--- config.mk ---
export PLATFORM = sky130hd
export DESIGN_NAME = io_map_vga_btn
export DESIGN_NICKNAME = d
export VERILOG_FILES = /design/src/rtl/io_map_vga_btn.sv
export SDC_FILE = /design/constraint.sdc
export NUM_CORES = 1
export LEC_CHECK = 0
export ABC_CLOCK_PERIOD_IN_PS = 1930
export CAP_MARGIN = 20
export CORE_MARGIN = 2
export CORE_UTILIZATION = 28
export DETAILED_ROUTE_END_ITERATION = 8
export GPL_ROUTABILITY_DRIVEN = 0
export PLACE_DENSITY = 0.91
export SYNTH_ARGS = -nofsm -noshare
export SYNTH_HDL_FRONTEND = slang
export SYNTH_SLANG_ARGS = --single-unit
--- constraint.sdc ---
create_clock -name clk -period 1.93 [get_ports clk]
set_input_delay 0.386 -clock clk [delete_from_list [all_inputs] [get_ports clk]]
set_output_delay 0.386 -clock clk [all_outputs]
set_load 0.005 [all_outputs]
--- src/rtl/io_map_vga_btn.sv ---
// ============================================================================
// io_map_vga_btn
//
// Pin-level I/O mapper for the tile.
//   * Drives the TinyVGA Pmod on uo_out from the video core's colour/sync.
//   * Conditions up to 8 active-low push buttons on ui_in. Each button has:
//       - a 2-FF synchroniser (s1 -> s2),
//       - a counter debouncer that only accepts a new level after it has been
//         seen for DEBOUNCE_CYCLES consecutive cycles,
//       - a debounced level output plus one-cycle press/release pulses.
//   * Colour is forced to 0 outside the active video area; sync is never gated.
//
// Optional build macro:
//   IO_MAP_REG_OUT_EN  defined   -> uo_out is registered (1-cycle latency,
//                                   cleared by rst).
//                      undefined -> uo_out is purely combinational, rst has
//                                   no effect on it.
//   The button path is identical in both builds.
//
// Parameters:
//   NUM_BTN          number of buttons on ui_in[NUM_BTN-1:0], 1..8
//   DEBOUNCE_CYCLES  consecutive stable cycles before a level is accepted, >=2
//
// Ports:
//   clk          in   1        tile clock
//   rst          in   1        synchronous, active-high reset
//   ena          in   1        tile enable, ignored
//   ui_in        in   8        dedicated inputs, buttons active-low on [NUM_BTN-1:0]
//   uo_out       out  8        {hs,b0,g0,r0,vs,b1,g1,r1}, TinyVGA Pmod order
//   uio_in       in   8        ignored
//   uio_out      out  8        constant 0
//   uio_oe       out  8        constant 0 (all bidirectionals are inputs)
//   btn          out  NUM_BTN  debounced level, 1 = pressed
//   btn_press    out  NUM_BTN  1-cycle pulse on debounced 0->1
//   btn_release  out  NUM_BTN  1-cycle pulse on debounced 1->0
//   r, g, b      in   2 each   colour from the video core
//   hs, vs       in   1 each   sync from the video core, native polarity
//   de           in   1        active video; 0 blanks the colour pins
// ============================================================================
module io_map_vga_btn #(
    parameter int NUM_BTN         = 1,
    parameter int DEBOUNCE_CYCLES = 16
) (
    input  logic               clk,
    input  logic               rst,
    input  logic               ena,
    input  logic [7:0]         ui_in,
    output logic [7:0]         uo_out,
    input  logic [7:0]         uio_in,
    output logic [7:0]         uio_out,
    output logic [7:0]         uio_oe,
    output logic [NUM_BTN-1:0] btn,
    output logic [NUM_BTN-1:0] btn_press,
    output logic [NUM_BTN-1:0] btn_release,
    input  logic [1:0]         r,
    input  logic [1:0]         g,
    input  logic [1:0]         b,
    input  logic               hs,
    input  logic               vs,
    input  logic               de
);

    // Counter just wide enough to reach DEBOUNCE_CYCLES-1.
    localparam int CNT_W = (DEBOUNCE_CYCLES > 2) ? $clog2(DEBOUNCE_CYCLES) : 1;
    localparam logic [CNT_W-1:0] CNT_MAX = CNT_W'(DEBOUNCE_CYCLES - 1);

    // Synchroniser stages and the accepted raw (active-low) level per button.
    logic [NUM_BTN-1:0] s1;
    logic [NUM_BTN-1:0] s2;
    logic [NUM_BTN-1:0] stable_n;
    logic [CNT_W-1:0]   cnt [NUM_BTN];

    // Colour/sync in pin order before the optional output register.
    logic [7:0] pins;

    // The bidirectional bank is not used by this tile: keep every pin an
    // input and drive nothing, including while in reset.
    assign uio_out = 8'h00;
    assign uio_oe  = 8'h00;

    // Inputs that are deliberately ignored are folded into one signal so the
    // intent is explicit; nothing consumes it.
    logic unused_inputs;
    assign unused_inputs = &{1'b0, ena, uio_in, ui_in};

    // Two-flop synchroniser. Reset preloads the released level (1) so a
    // button held through reset has to travel the full path again and is
    // seen as a fresh press once rst drops.
    always_ff @(posedge clk) begin
        if (rst) begin
            s1 <= '1;
            s2 <= '1;
        end else begin
            s1 <= ui_in[NUM_BTN-1:0];
            s2 <= s1;
        end
    end

    // Counter debouncer. A button's counter only runs while the synchronised
    // level disagrees with the accepted one; any cycle of agreement (a
    // bounce back) clears it, so acceptance needs DEBOUNCE_CYCLES consecutive
    // disagreeing samples. The press/release pulses are registered at the
    // same edge that updates stable_n, so each is exactly one cycle long and
    // lines up with the change on btn. Because a single acceptance flips the
    // level one way only, press and release can never coincide.
    always_ff @(posedge clk) begin
        if (rst) begin
            stable_n    <= '1;
            btn_press   <= '0;
            btn_release <= '0;
            for (int i = 0; i < NUM_BTN; i++) begin
                cnt[i] <= '0;
            end
        end else begin
            btn_press   <= '0;
            btn_release <= '0;
            for (int i = 0; i < NUM_BTN; i++) begin
                if (s2[i] == stable_n[i]) begin
                    cnt[i] <= '0;
                end else if (cnt[i] == CNT_MAX) begin
                    stable_n[i]    <= s2[i];
                    cnt[i]         <= '0;
                    btn_press[i]   <= ~s2[i];
                    btn_release[i] <= s2[i];
                end else begin
                    cnt[i] <= cnt[i] + 1'b1;
                end
            end
        end
    end

    // Buttons are active-low on the pins; present them active-high.
    assign btn = ~stable_n;

    // Video pin mapping. TinyVGA numbers the colour bits with 1 as the MSB
    // and 0 as the LSB, so the LSBs go to the upper nibble and the MSBs to
    // the lower nibble. Outside active video the colour bits are blanked,
    // but sync is always passed through untouched.
    always_comb begin
        pins = {hs, 3'b000, vs, 3'b000};
        if (de) begin
            pins = {hs, b[0], g[0], r[0], vs, b[1], g[1], r[1]};
        end
    end

`ifdef IO_MAP_REG_OUT_EN
    // Registered output: one cycle of latency on every pin, cleared in reset.
    always_ff @(posedge clk) begin
        if (rst) begin
            uo_out <= 8'h00;
        end else begin
            uo_out <= pins;
        end
    end
`else
    // Combinational output: pins follow the video inputs with no latency.
    assign uo_out = pins;
`endif

endmodule

==> results.sh, run 1 <==
export IMPL_clkTransAtPathRegs_ns=0.06
export IMPL_holdPathStages=1
export IMPL_worstHoldPathType="register to register"
export IMPL_antennaDiodeCount=0
export IMPL_drv_slew=0
export IMPL_overflow=0
export IMPL_cts_buffer_depth=2
export IMPL_final_common_cell="conb_1"
export IMPL_setup_worst_path_end="uo_out[5]"
export IMPL_worstPathMaxFanout=1
export IMPL_most_common_layout_cells="conb_1 (20), clkdlybuf4s50_1 (17), and2_1 (6)"
export IMPL_cp_required_ns=1.54
export IMPL_cts_setup_buffers=0
export IMPL_core_rowCount=15
export IMPL_rsz0062_at_grt="no"
export IMPL_grt_pass1_wl_um=1250
export IMPL_finalHoldViolations=0
export IMPL_timing_final_crit_share_pct=95.3
export IMPL_viasPerCell=3.66
export IMPL_p_per_area_nw_per_um2=584
export IMPL_fin_crit_ns=1.84
export IMPL_fp_dieH_um=47.3
export IMPL_dp_hpwl_um=679
export IMPL_crit_type="input port to primary output"
export IMPL_grt_max_degree=7
export IMPL_cts_sinks=9
export IMPL_critical_path_arrival_ns=1.45
export IMPL_cts_made_buffers=3
export IMPL_post_drt_wl_per_cell_um=7.95
export IMPL_synth_seq_cells=9
export IMPL_synthCells=55
export IMPL_yosys_warnings=0
export IMPL_initial_utilization_pct=30.1
export IMPL_grt_pass1_vias=347
export IMPL_hold_buffers=0
export IMPL_p_leak_nw=0.307
export IMPL_netlist_area_um2=526
export IMPL_antenna_found_initial=0
export IMPL_setup_viol=0
export IMPL_first_pass_iters=1
export IMPL_io_buffers=18
export IMPL_ys_types=18
export IMPL_cts_resized_gates=1
export IMPL_cts_tree="built"
export IMPL_ys_seq_area_share_pct=41.9
export IMPL_fillers=181
export IMPL_grtUsageTotal_pct=8.77
export IMPL_post_route_util_pct=40.2
export IMPL_cp_startpoint="g[0]"
export IMPL_fp_dieW_um=47.3
export IMPL_skew_ns=0.00541
export IMPL_io_pins=55
export IMPL_syn_avg_cell_area_um2=9.55
export IMPL_vias=377
export IMPL_drt_wl_total_um=819
export IMPL_maxCapViolCount=0
export IMPL_crit_path_end_kind="primary output"
export IMPL_worstReg2RegEnd="cnt[0][3]$_SDFFCE_PN0P_"
export IMPL_htree_levels=1
export IMPL_rrSetupSlack_ns=0.45
export IMPL_status="complete, no violations"
export IMPL_fp_dieArea_um2=2240
export IMPL_drc_errors=0
export IMPL_clock_latency_ns=0.26
export IMPL_worstSetupStartpointType="input port"
export IMPL_drive_gt1_share_pct=7.69
export IMPL_antenna_left=0
export IMPL_r2r_cells=4
export IMPL_max_freq_ghz=0.544
export IMPL_finalSetupTns_ns=0
export IMPL_drtIter0Drc=0
export IMPL_area_growth_pct=33.6
export IMPL_clock_root_buffer="clkbuf_4"
export IMPL_fin_nets=108
export IMPL_ir_drop_uv=262
export IMPL_worstReg2RegStart="cnt[0][0]$_SDFFCE_PN0P_"
export IMPL_core_um2=1750
[Yosys cell counts (all sizes together)]
library cell   n  area share, %
nand2          2            1.4
dfxtp          5             19
xnor2          2            3.3
buf           18             26
or3b           1            1.7
nor3           1           0.95
edfxtp         4             23
and2           6            7.1
a41oi          1            1.7
nor2           3            2.1
inv            2            1.4
ha             1            2.4
nand3          2            1.9
conb           2            1.4
nor4           1            1.2
xor2           1            1.7
nor4b          1            1.7
or2            2            2.4
[area by class of cell]
type	instances	area (µm²)	share of cell area (%)
well taps	25	31.3	4.46
repair buffers	19	186	26.6
flip-flops and latches	9	220	31.4
inverters	2	7.51	1.07
multi-input cells	44	230	32.8
clock buffers	4	26.3	3.74
[worst min path at each step]
stage	from	to	slack, ns
after floorplan	s1$_SDFF_PP1_	s2$_SDFF_PP1_	0.39
after global placement	s1$_SDFF_PP1_	s2$_SDFF_PP1_	0.39
after detailed placement	s1$_SDFF_PP1_	s2$_SDFF_PP1_	0.39
after CTS	s1$_SDFF_PP1_	s2$_SDFF_PP1_	0.41
after global routing	s1$_SDFF_PP1_	s2$_SDFF_PP1_	0.42
final	s1$_SDFF_PP1_	s2$_SDFF_PP1_	0.40
[through the flow]
stage / instance area (µm²) / setup WS [ns] / hold WS [ns] / power [mW] / instances
floorplan: 593 / 0.556 / 0.389 / 0.263 / 73
detailed placement: 677 / -0.0300 / 0.395 / 0.273 / 99
global route: 702 / 0.0377 / 0.419 / 0.436 / 103
global placement: 677 / 0.00357 / 0.393 / 0.272 / 99
CTS: 702 / 0.0789 / 0.406 / 0.419 / 103
finish: 702 / 0.0906 / 0.402 / 0.410 / 103
[registers in the layout, summed over array words and instances (netlist names)]
name / flops
stable_n: 1
btn_release: 1
btn_press: 1
s1: 1
cnt: 4
s2: 1
[metal layers]
layer	GRT usage [%]	vias up	share of wire [%]	wire length (µm)
met1	6.56	161	36	291
met5	0	-	0	0
met3	4.62	2	16	127
met4	6.67	0	1.1	9
li1	-	185	-	-
met2	16.2	29	48	390
[critical path: stages]
cell             delay [ns]
clkdlybuf4s50_1        0.46
and2_1                 0.12
clkdlybuf4s50_1        0.49
[cell families after synthesis]
kind of cell	share of synthesized area, %
buffers and inverters	27.1
and+or+nand+nor	20.5
DFF	41.9
xor gates and xnor gates	5.00
other	1.43
AOI/OAI and AO/OA	1.67
adders and majority gates	2.38
[power by group]
group	internal (mW)	total (mW)	switching, mW
clock network	0.0794	0.141	0.0614
logic	0.0362	0.0592	0.0230
registers	0.205	0.210	0.00445
Note: power is estimated with default switching activity, not from simulation.
==> inputs of run 2 (changes only) <==
- HOLD_SLACK_MARGIN: not set -> 0.05
- PLACE_DENSITY: 0.91 -> 0.79
==> results.sh, run 2 (synthesis results as in run 1) <==
export IMPL_rsz0062_at_grt="no"
export IMPL_grt_pass1_wl_um=1100
export IMPL_fp_dieW_um=47.3
export IMPL_instances_no_fill=103
export IMPL_clock_root_buffer="clkbuf_4"
export IMPL_grt_max_degree=7
export IMPL_htree_levels=1
export IMPL_core_rowCount=15
export IMPL_io_buffers=18
export IMPL_share_comb_of_total_power_pct=14.2
export IMPL_fin_nets=108
export IMPL_cts_tree="built"
export IMPL_max_freq_ghz=0.542
export IMPL_cp_required_ns=1.54
export IMPL_timing_final_crit_share_pct=95.6
export IMPL_final_common_cell="conb_1"
export IMPL_antenna_found_initial=0
export IMPL_cts_setup_buffers=0
export IMPL_crit_chain="clkdlybuf4s50_1 > and2_1 > clkdlybuf4s50_1"
export IMPL_viasPerCell=3.67
export IMPL_p_sw_share_pct=23.9
export IMPL_cp_startpoint="b[0]"
export IMPL_top_register="cnt"
export IMPL_crit_path_frequent_cell="clkdlybuf4s50_1"
export IMPL_drc_errors=0
export IMPL_antenna_left=0
export IMPL_drv_slew=0
export IMPL_cts_sinks=9
export IMPL_hp_start="s1$_SDFF_PP1_"
export IMPL_drt_wl_total_um=847
export IMPL_post_route_util_pct=40.3
export IMPL_net_switching_power_mw=0.0999
export IMPL_grtUsageTotal_pct=8.26
export IMPL_worstReg2RegStart="cnt[0][0]$_SDFFCE_PN0P_"
export IMPL_p_per_area_nw_per_um2=594
export IMPL_finalHoldViolations=0
export IMPL_seq_power_share_pct=50.2
export IMPL_crit_path_end_kind="primary output"
export IMPL_p_leak_nw=0.310
export IMPL_initial_utilization_pct=30.1
export IMPL_grt_pass1_vias=271
export IMPL_worstPathMaxFanout=1
export IMPL_area_growth_pct=33.8
export IMPL_dp_hpwl_um=717
export IMPL_cts_buffer_depth=2
export IMPL_worstSetupStartpointType="input port"
export IMPL_most_common_layout_cells="conb_1 (20), clkdlybuf4s50_1 (17), and2_1 (6)"
export IMPL_skew_ns=0.0104
export IMPL_drive_gt1_share_pct=8.97
export IMPL_clkPwrFrac_pct=35.6
export IMPL_first_pass_iters=2
export IMPL_cpPeakStageDelay_ns=0.50
export IMPL_ir_drop_uv=339
export IMPL_fp_dieArea_um2=2240
export IMPL_core_um2=1750
export IMPL_setup_viol=0
export IMPL_drtIter0Drc=1
export IMPL_fp_dieH_um=47.3
export IMPL_crit_type="input port to primary output"
export IMPL_maxCapViolCount=0
export IMPL_critical_path_arrival_ns=1.46
export IMPL_overflow=0
export IMPL_vias=378
export IMPL_clock_latency_ns=0.27
export IMPL_intPower_mw=0.318
export IMPL_clkTransAtPathRegs_ns=0.07
export IMPL_io_pins=55
export IMPL_post_drt_wl_per_cell_um=8.22
export IMPL_status="complete, no violations"
export IMPL_worstHoldPathType="register to register"
export IMPL_fin_crit_ns=1.84
export IMPL_cts_made_buffers=3
export IMPL_largest_reg_flops=4
export IMPL_dp_cells=99
export IMPL_slowest_stage="clkdlybuf4s50_1"
export IMPL_antennaDiodeCount=0
==> run 2: cell types whose count changed in the layout (fill, tap and decap cells not counted), sizes merged <==
cell / change
clkbuf: -1
clkinv: +1
==> run 2: final timing paths <==
path | depth (start not counted) | slack, ns | end
worst max register to register | 4 | 0.44 | cnt[0][0]$_SDFFCE_PN0P_
worst min-delay path | 1 | 0.41 | s2$_SDFF_PP1_
worst min register to register | 1 | 0.41 | s2$_SDFF_PP1_
worst max-delay path | 3 | 0.09 | uo_out[6]
==> run 2: what timing repair did <==
| item | 4_1_cts | 5_1_grt |
|---|---|---|
| hold buffers | 0 | 0 |
| gates resized for setup | 1 | 0 |
| endpoints found under the setup margin | 6 | 0 |
==> run 2: metal layers <==
layer / vias to the layer above / global-route usage [%] / share of wire [%] / routed length, µm
li1: 187 / - / - / -
met1: 158 / 6.00 / 34 / 291
met2: 28 / 12.7 / 44 / 369
met3: 5 / 6.92 / 19 / 158
met4: 0 / 8.33 / 3.2 / 27
met5: - / 0 / 0 / 0
==> run 2: layout make-up <==
cell class / count / area (µm²)
Clock buffer: 3 / 22.5
Multi-Input combinational cell: 44 / 230
Inverter: 2 / 7.51
Timing Repair Buffer: 19 / 186
Sequential cell: 9 / 220
Clock inverter: 1 / 5.00
Fill cell: 172 / 1040
Tap cell: 25 / 31.3
==> run 2: power by group through the flow <==
stage	clock, mW	combinational [mW]	sequential, mW
finish	0.149	0.0592	0.210
global route	0.163	0.0681	0.211
CTS	0.154	0.0590	0.210
detailed placement	0	0.0594	0.214
global placement	0	0.0581	0.213
floorplan	0	0.0502	0.213
==> run 2: through the flow <==
| step | setup slack [ns] | area [µm²] | hold WS, ns | setup TNS (ns) | total power [mW] |
|---|---|---|---|---|---|
| floorplan | 0.556 | 593 | 0.389 | 0 | 0.263 |
| global placement | -0.0108 | 677 | 0.393 | -0.0108 | 0.272 |
| detailed placement | -0.0363 | 677 | 0.400 | -0.0716 | 0.274 |
| CTS | 0.0658 | 703 | 0.416 | 0 | 0.423 |
| global route | 0.0323 | 703 | 0.434 | 0 | 0.442 |
| finish | 0.0854 | 703 | 0.412 | 0 | 0.418 |
==> run 2: critical path: cells and delay by family <==
kind                   cells  cell delay (ns)
AND/OR/NAND/NOR            1             0.13
buffers and inverters      2             0.95
==> inputs of run 3 (changes only) <==
- TNS_END_PERCENT: not set -> 5
==> results of run 3 <==
Final layout, timing and power as in run 2 (identical DEF).
